$ cat config.mk
export PLATFORM = sky130hd
export DESIGN_NAME = imem_program_loader
export DESIGN_NICKNAME = d
export VERILOG_FILES = /design/src/rtl/imem_program_loader.sv
export SDC_FILE = /design/constraint.sdc
export NUM_CORES = 1
export LEC_CHECK = 0
export ABC_AREA = 1
export BUFFER_PORTS_ARGS = -buffer_cell sky130_fd_sc_hd__buf_4
export CAP_MARGIN = 30
export CORE_UTILIZATION = 31
export DETAILED_ROUTE_END_ITERATION = 12
export PLACE_DENSITY = 0.56
export SETUP_SLACK_MARGIN = 0.05
export SKIP_CTS_REPAIR_TIMING = 1
export SYNTH_ARGS = -nofsm -noshare
export SYNTH_HDL_FRONTEND = slang
export SYNTH_SLANG_ARGS = --single-unit
$ cat constraint.sdc
create_clock -name clk -period 1.6 [get_ports clk]
set_input_delay 0.32 -clock clk [delete_from_list [all_inputs] [get_ports clk]]
set_output_delay 0.32 -clock clk [all_outputs]
set_load 0.02 [all_outputs]
$ cat src/rtl/imem_program_loader.sv
// imem_program_loader
// Parses a framed program image from the UART byte stream and writes it into
// instruction memory one little-endian word at a time. Releases the core via
// `start` once the image has been written and its XOR checksum matches.
//
// state | meaning
// ------+----------------------------------------------------------------
// IDLE  | hunting for the MAGIC byte; other bytes are dropped silently
// LEN   | collecting the 32-bit word count, LSB first
// DATA  | assembling payload words and issuing one imem write per word
// CHK   | waiting for the checksum byte
// DONE  | image accepted, start held high until reset
// ERR   | image rejected, error held high until reset

module imem_program_loader #(
    parameter int unsigned IMEM_WORD      = 1024,
    parameter logic [31:0] BASE_ADDR      = 32'h0,
    parameter logic [7:0]  MAGIC          = 8'hA5,
    parameter int unsigned TIMEOUT_CYCLES = 1_000_000
) (
    input  logic        clk,
    input  logic        rst,
    input  logic        rx_valid,
    input  logic [7:0]  rx_data,
    output logic        prog_en,
    output logic [31:0] prog_addr,
    output logic [31:0] prog_data,
    output logic        start,
    output logic        busy,
    output logic        error
);

    // Index must reach IMEM_WORD itself without wrapping.
    localparam int IDX_W = $clog2(IMEM_WORD + 1);
    // Idle timer is a down-counter loaded with TIMEOUT_CYCLES-1 on every byte.
    localparam int TMR_W = (TIMEOUT_CYCLES > 1) ? $clog2(TIMEOUT_CYCLES) : 1;
    localparam bit TMO_EN = (TIMEOUT_CYCLES != 0);
    localparam logic [TMR_W-1:0] TMR_LOAD =
        (TIMEOUT_CYCLES == 0) ? '0 : TMR_W'(TIMEOUT_CYCLES - 1);

    typedef enum logic [2:0] {
        S_IDLE = 3'd0,
        S_LEN  = 3'd1,
        S_DATA = 3'd2,
        S_CHK  = 3'd3,
        S_DONE = 3'd4,
        S_ERR  = 3'd5
    } state_t;

    state_t           state;
    logic [31:0]      len_reg;
    logic [31:0]      word_reg;
    logic [1:0]       byte_cnt;
    logic [IDX_W-1:0] index;
    logic [7:0]       xor_acc;
    logic [TMR_W-1:0] timer;

    logic [31:0] len_next;
    logic [31:0] word_next;
    logic        tmo_hit;

    // Bytes arrive LSB first, so both the length and each word shift in from the top.
    assign len_next  = {rx_data, len_reg[31:8]};
    assign word_next = {rx_data, word_reg[31:8]};
    assign tmo_hit   = TMO_EN && (timer == '0);

    // Frame parser, imem write port and status flags.
    always_ff @(posedge clk) begin
        if (rst) begin
            state     <= S_IDLE;
            len_reg   <= '0;
            word_reg  <= '0;
            byte_cnt  <= '0;
            index     <= '0;
            xor_acc   <= '0;
            timer     <= '0;
            prog_en   <= 1'b0;
            prog_addr <= '0;
            prog_data <= '0;
            start     <= 1'b0;
            busy      <= 1'b0;
            error     <= 1'b0;
        end else begin
            prog_en <= 1'b0;

            // Inter-byte timer only runs while a frame is open.
            if (busy) begin
                if (rx_valid) begin
                    timer <= TMR_LOAD;
                end else if (timer != '0) begin
                    timer <= timer - TMR_W'(1);
                end
            end

            case (state)
                S_IDLE: begin
                    if (rx_valid && rx_data == MAGIC) begin
                        state    <= S_LEN;
                        busy     <= 1'b1;
                        byte_cnt <= '0;
                        timer    <= TMR_LOAD;
                    end
                end

                S_LEN: begin
                    if (rx_valid) begin
                        len_reg  <= len_next;
                        byte_cnt <= byte_cnt + 2'd1;
                        if (byte_cnt == 2'd3) begin
                            xor_acc <= '0;
                            index   <= '0;
                            if (len_next > 32'(IMEM_WORD)) begin
                                state <= S_ERR;
                                error <= 1'b1;
                                busy  <= 1'b0;
                            end else if (len_next == 32'd0) begin
                                state <= S_CHK;
                            end else begin
                                state <= S_DATA;
                            end
                        end
                    end else if (tmo_hit) begin
                        state    <= S_IDLE;
                        busy     <= 1'b0;
                        byte_cnt <= '0;
                    end
                end

                S_DATA: begin
                    if (rx_valid) begin
                        word_reg <= word_next;
                        xor_acc  <= xor_acc ^ rx_data;
                        byte_cnt <= byte_cnt + 2'd1;
                        if (byte_cnt == 2'd3) begin
                            prog_en   <= 1'b1;
                            prog_addr <= BASE_ADDR + (32'(index) << 2);
                            prog_data <= word_next;
                            index     <= index + IDX_W'(1);
                            if (32'(index) + 32'd1 == len_reg) begin
                                state <= S_CHK;
                            end
                        end
                    end else if (tmo_hit) begin
                        // Partial word is dropped; completed writes stay in imem.
                        state    <= S_IDLE;
                        busy     <= 1'b0;
                        byte_cnt <= '0;
                    end
                end

                S_CHK: begin
                    if (rx_valid) begin
                        busy <= 1'b0;
                        if (rx_data == xor_acc) begin
                            state <= S_DONE;
                            start <= 1'b1;
                        end else begin
                            state <= S_ERR;
                            error <= 1'b1;
                        end
                    end else if (tmo_hit) begin
                        state    <= S_IDLE;
                        busy     <= 1'b0;
                        byte_cnt <= '0;
                    end
                end

                S_DONE: begin
                    start <= 1'b1;
                end

                S_ERR: begin
                    error <= 1'b1;
                    start <= 1'b0;
                end

                default: begin
                    state <= S_IDLE;
                    busy  <= 1'b0;
                end
            endcase
        end
    end

endmodule

# After elaboration in Yosys (flattened, before gate mapping)
# Index checks and enable logic that the tools add are counted.
# W data, S select, Z words.
[totals]
reg_bits = 155
wordCells = 117
inputBits = 11
out_inout_bits = 68
[op_classes]
addsub = 4
bitwise = 4
magnitude_cmp = 1
mux = 49
eq_ne = 24
n_reduce_logical = 22
[op_table]
columns = ["operator", "n"]
rows = [
  ["$mux W20", 5],
  ["$mux W11", 4],
  ["$eq A12 B32 Y1", 1],
  ["$gt A32 B11 Y1 const B", 1],
  ["$logic_not A32 Y1", 1],
  ["$mux W3", 9],
  ["$mux W8", 3],
  ["$ne A2 B2 Y1 const B", 11],
  ["$pmux W11 S2", 1],
  ["$logic_not A20 Y1", 1],
  ["$reduce_bool A20 Y1", 1],
  ["$sub A20 B1 Y20 const B", 1],
  ["$mux W1", 17],
  ["$pmux W8 S2", 1],
  ["$pmux W3 S5", 1],
  ["$reduce_and A5 Y1", 3],
  ["$add A11 B1 Y12 const B", 1],
  ["$ne A3 B3 Y1 const B", 4],
  ["$add A11 B1 Y11 const B", 1],
  ["$reduce_and A3 Y1", 3],
  ["$reduce_bool A3 Y1", 3],
  ["$eq A8 B8 Y1", 1],
  ["$eq A8 B8 Y1 const B", 1],
  ["$mux W2", 4],
  ["other kinds (18)", 25],
]

# Depth between registers and ports, before layout
[depth]
word_depth = 6
ltp_mapped = 15

# Least setup slack after synthesis
# No wires, ideal clock.
[synth_path]
kind = "register to register"
from = "register index[0]"
to = "register state[0]"
stages_incl_launch_ff = 15
setup_slack_ns = -0.131
t_arrival_ns = 1.619
setup_time_ns = 0.113
cell_sequence = "dfxtp_1 -> ha_1 -> or2_2 -> nand2_1 -> nand2_1 -> nand2_1 -> nand2_1 -> nor2_1 -> nand3_1 -> nor2_1 -> nand2_1 -> nand2_1 -> nand2_1 -> nor2_1 -> nor2_1"
[synth_between]
elab_chain_len = 4
[synth_rtl]
columns = ["item", "line", "rtl"]
rows = [
  ["start, declared", "54", "logic [IDX_W-1:0] index;"],
  ["start signal, assigned", "138", "index <= index + IDX_W'(1);"],
  ["$add A11 B1 Y12", "139", "if (32'(index) + 32'd1 == len_reg) begin"],
  ["$eq A12 B32 Y1", "139", ""],
  ["$ne A3 B3 Y1 (no line)", "-", ""],
  ["$reduce_and A5 Y1 (no line)", "-", ""],
  ["end signal, assigned", "140", "state <= S_CHK;"],
  ["end signal, assigned", "145", "state <= S_IDLE;"],
  ["end signal, assigned", "155", "state <= S_DONE;"],
  ["end, declared", "50", "state_t state;"],
]
# No other way between the ends.
# A chain may end at the register's enable or synchronous reset.

# Worst setup path in the final report
[layout_path]
from = "register index[1]"
to = "register state[0]"
# Same word-level chain as after synthesis.

==> impl_metrics.py <==
metrics = {
    "run_status": {
        "status": "finished, violations left",
        "violations": "negative setup slack",
    },
    "cells_and_area": {
        "area_growth_pct": 40.26,
        "final_nets": 1115,
        "instances_no_fill": 1388,
        "final_core_util_pct": 44.77,
        "num_antenna_cells": 0,
        "stdcell_area_sq_mm": 0.009529,
        "drive_gt1_share_pct": 32.88,
    },
    "worst_hold_path": {
        "min_path_cells": 3,
        "hold_class": "in2reg",
    },
    "grt": {
        "grt_overflow": 0,
        "track_usage_pct": 17.60,
        "grt_max_degree": 41,
        "grt_pass1_wl_mm": 30.83,
        "antenna_found_initial": 0,
        "grt_pass1_vias": 6125,
    },
    "sta": {
        "fmax_mhz": 566.7,
        "fin_ws_ns": -0.1646,
        "rsz0062_at_grt": "yes",
        "setup_violations": 13,
        "hold_violations": 0,
        "fin_crit_sh_pct": 110.3,
        "clock_skew_ns": 0.008654,
        "finalMaxSlewViolations": 0,
        "fin_crit_ns": 1.765,
    },
    "floorplanning": {
        "rows": 53,
        "die_x_microns": 150.0,
        "coreArea_sq_mm": 0.02129,
        "dieArea_sq_mm": 0.02251,
        "die-height_microns": 150.0,
        "ioPinCount": 79,
        "start_util_pct": 31.92,
    },
    "drt": {
        "ant_nets": 0,
        "via_per_inst": 4.720,
        "vias": 6552,
        "drt_iter0_markers": 413,
        "wire_per_inst_microns": 13.74,
        "dr.pass1.iters": 4,
        "wl_mm": 19.07,
        "drcViolationCount": 0,
    },
    "placement": {
        "dpl_cell_area_sq_mm": 0.008467,
        "place_congestion": 0.9069,
        "dp.cells": 1348,
        "post-dp-hpwl_mm": 13.75,
        "port_buffers": 57,
    },
    "logic_synthesis": {
        "yosysWarnings": 0,
        "synth_top_family_by_area": "simple AND/OR/NAND/NOR gates",
        "avgSynthCellArea_sq_um": 7.385,
        "netlist_area_sq_mm": 0.006794,
        "synth.distinct_cells": 45,
        "synth_adder_area_share_pct": 0.7366,
        "yosys.area_share.simple_pct": 23.74,
        "synthFlopType": "dfxtp_1",
        "synth_edf_count": 0,
        "ys_seq_area_share_pct": 43.31,
        "synth-xor-area-share_pct": 1.289,
        "async_flop_share_pct": 0,
        "synth-compound-area-share_pct": 20.42,
        "synthMuxAreaShare_pct": 0,
        "synth-seq-cells": 147,
        "syn_inst": 920,
    },
    "setup_path": {
        "slowest_stage": "dfxtp_4",
        "worstSetupPathType": "reg2reg",
        "worstPathMaxFanout": 5,
        "r2r_cells": 14,
        "arrival_ns": 2.08,
        "cp-start-kind": "flop",
        "worstSetupEndpointType": "flop",
        "cp_cell_sequence": "ha_4 -> nand2_4 -> nor2_4 -> nand3_2 -> nand3_1 -> nand2_1 -> nor2_2 -> nand2_1 -> nor2_1 -> nand2_1 -> nand2_2 -> nand2_2 -> nor2_1 -> nor2_1",
        "critPathMaxStageDelay_ns": 0.37,
        "crit_required_ns": 1.92,
    },
    "cts": {
        "cts_buffers": 17,
        "h-tree-depth": 4,
        "cts.sinks": 147,
        "cts_tree": "done",
        "clock_latency_ns": 0.43,
        "root_buffer": "clkbuf_16",
        "cts_max_path_buffers": 2,
        "clk_pin_slew_ns": 0.06,
    },
    "power_and_ir_drop": {
        "leakagePower_nw": 4.225,
        "powerDensity_mw_per_mm2": 1629,
        "peakVddDrop_v": 0.0007318,
    },
    "flow_run": {
        "maxCapViolCount": 0,
    },
}
[per-stage QoR]
| stage | power, W | hold WS [ns] | setup TNS, ns | setup WS (ns) |
|---|---|---|---|---|
| 3_3_place_gp | 0.01021 | 0.4498 | -1.509 | -0.1721 |
| 6_report | 0.01552 | 0.2548 | -0.7054 | -0.1646 |
| 2_1_floorplan | 0.008041 | 0.4231 | -0.008560 | -0.008560 |
| 4_1_cts | 0.01430 | 0.2424 | -4.312 | -0.2896 |
| 3_5_place_dp | 0.01026 | 0.4570 | -2.515 | -0.2204 |
| 5_1_grt | 0.01653 | 0.2491 | -4.767 | -0.3280 |
[worst paths after layout]
check / from / endpoint / slack (ns)
worst max-delay path: index[1] / state[0] / -0.16
worst min-delay path: rx_data[2] / len_reg[26] / 0.25
worst max register to register: index[1] / state[0] / -0.16
worst min register to register: word_reg[30] / word_reg[30] / 0.47
[metal layers]
| metal | part of all wire [%] | vias up | track usage, % |
|---|---|---|---|
| met3 | 4.5 | 24 | 3.415 |
| met1 | 51 | 3019 | 25.22 |
| li1 | - | 3375 | - |
| met5 | 0 | - | 0 |
| met4 | 1.5 | 0 | 5.859 |
| met2 | 43 | 134 | 26.13 |
[worst max-delay path: cells and delay by family, from the launching register on]
| family | cells | cell delay [ns] |
|---|---|---|
| simple gates | 13 | 1.11 |
| flops | 1 | 0.37 |
| fa+ha+maj | 1 | 0.17 |
[area by class of cell]
type	instances	area [sq um]
clock inverters	10	122.6
clock buffers	22	464.2
well taps	275	344.1
multi-input cells	636	3576
repair buffers	200	1682
fillers	2134	11760
inverters	98	375.4
flip-flops and latches	147	2965
[synth_stat cells (2+ instances only)]
master	instances	area (sq um)
nor2_1	121	454.2
o32ai_2	6	97.59
or2_2	2	12.51
nand4_1	6	37.54
buf_6	2	22.52
nand3_1	65	325.3
a31oi_1	4	25.02
o21ai_1	4	20.02
clkbuf_1	18	67.56
nor2_8	4	80.08
xor2_1	6	52.55
o21ai_0	107	535.5
dfxtp_1	147	2943
nand2_1	127	476.7
o211ai_1	2	15.01
nand2_2	3	18.77
nor4_1	2	12.51
o211a_1	5	50.05
ha_1	4	50.05
and3_1	2	12.51
o31ai_1	3	22.52
buf_1	3	11.26
nor2_4	4	45.04
o21a_1	2	15.01
xnor2_1	4	35.03
inv_2	11	41.29
a211oi_1	8	60.06
o21ai_2	5	43.79
buf_4	23	172.7
a21oi_1	94	470.5
buf_2	13	65.06
inv_1	86	322.8
nor3_1	11	55.05
nor2_2	5	31.28
[logic make-up after synthesis]
kind of cell    Yosys count
compound gates          244
xor+xnor                 10
fa+ha+maj                 4
buf+inv                 157
flops                   147
other cells               1
simple gates            357
[report_power, final]
part           internal, W  switching, W  total (W)
logic              0.00302       0.00380    0.00682
clock network      0.00239       0.00161    0.00400
registers          0.00425      0.000442    0.00470
[layout by cell type (no fill, tap or decap), types with 5 or more instances in the layout]
cell,netlist,routed
a211oi_1,8,8
a21oi_1,94,90
buf_12,0,12
buf_4,23,180
buf_6,2,8
clkbuf_16,0,17
conb_1,1,21
dfxtp_1,147,135
dfxtp_2,0,9
inv_1,86,73
inv_2,11,22
nand2_1,127,112
nand2_2,3,15
nand3_1,65,57
nand3_2,1,9
nand4_1,6,6
nor2_1,121,97
nor2_2,5,20
nor2_4,4,13
nor3_2,0,6
o211a_1,5,5
o21ai_0,107,96
o21ai_1,4,14
o21ai_2,5,5
o32ai_2,6,6
xor2_1,6,6
No activity file was read; power rests on OpenSTA's default activity.
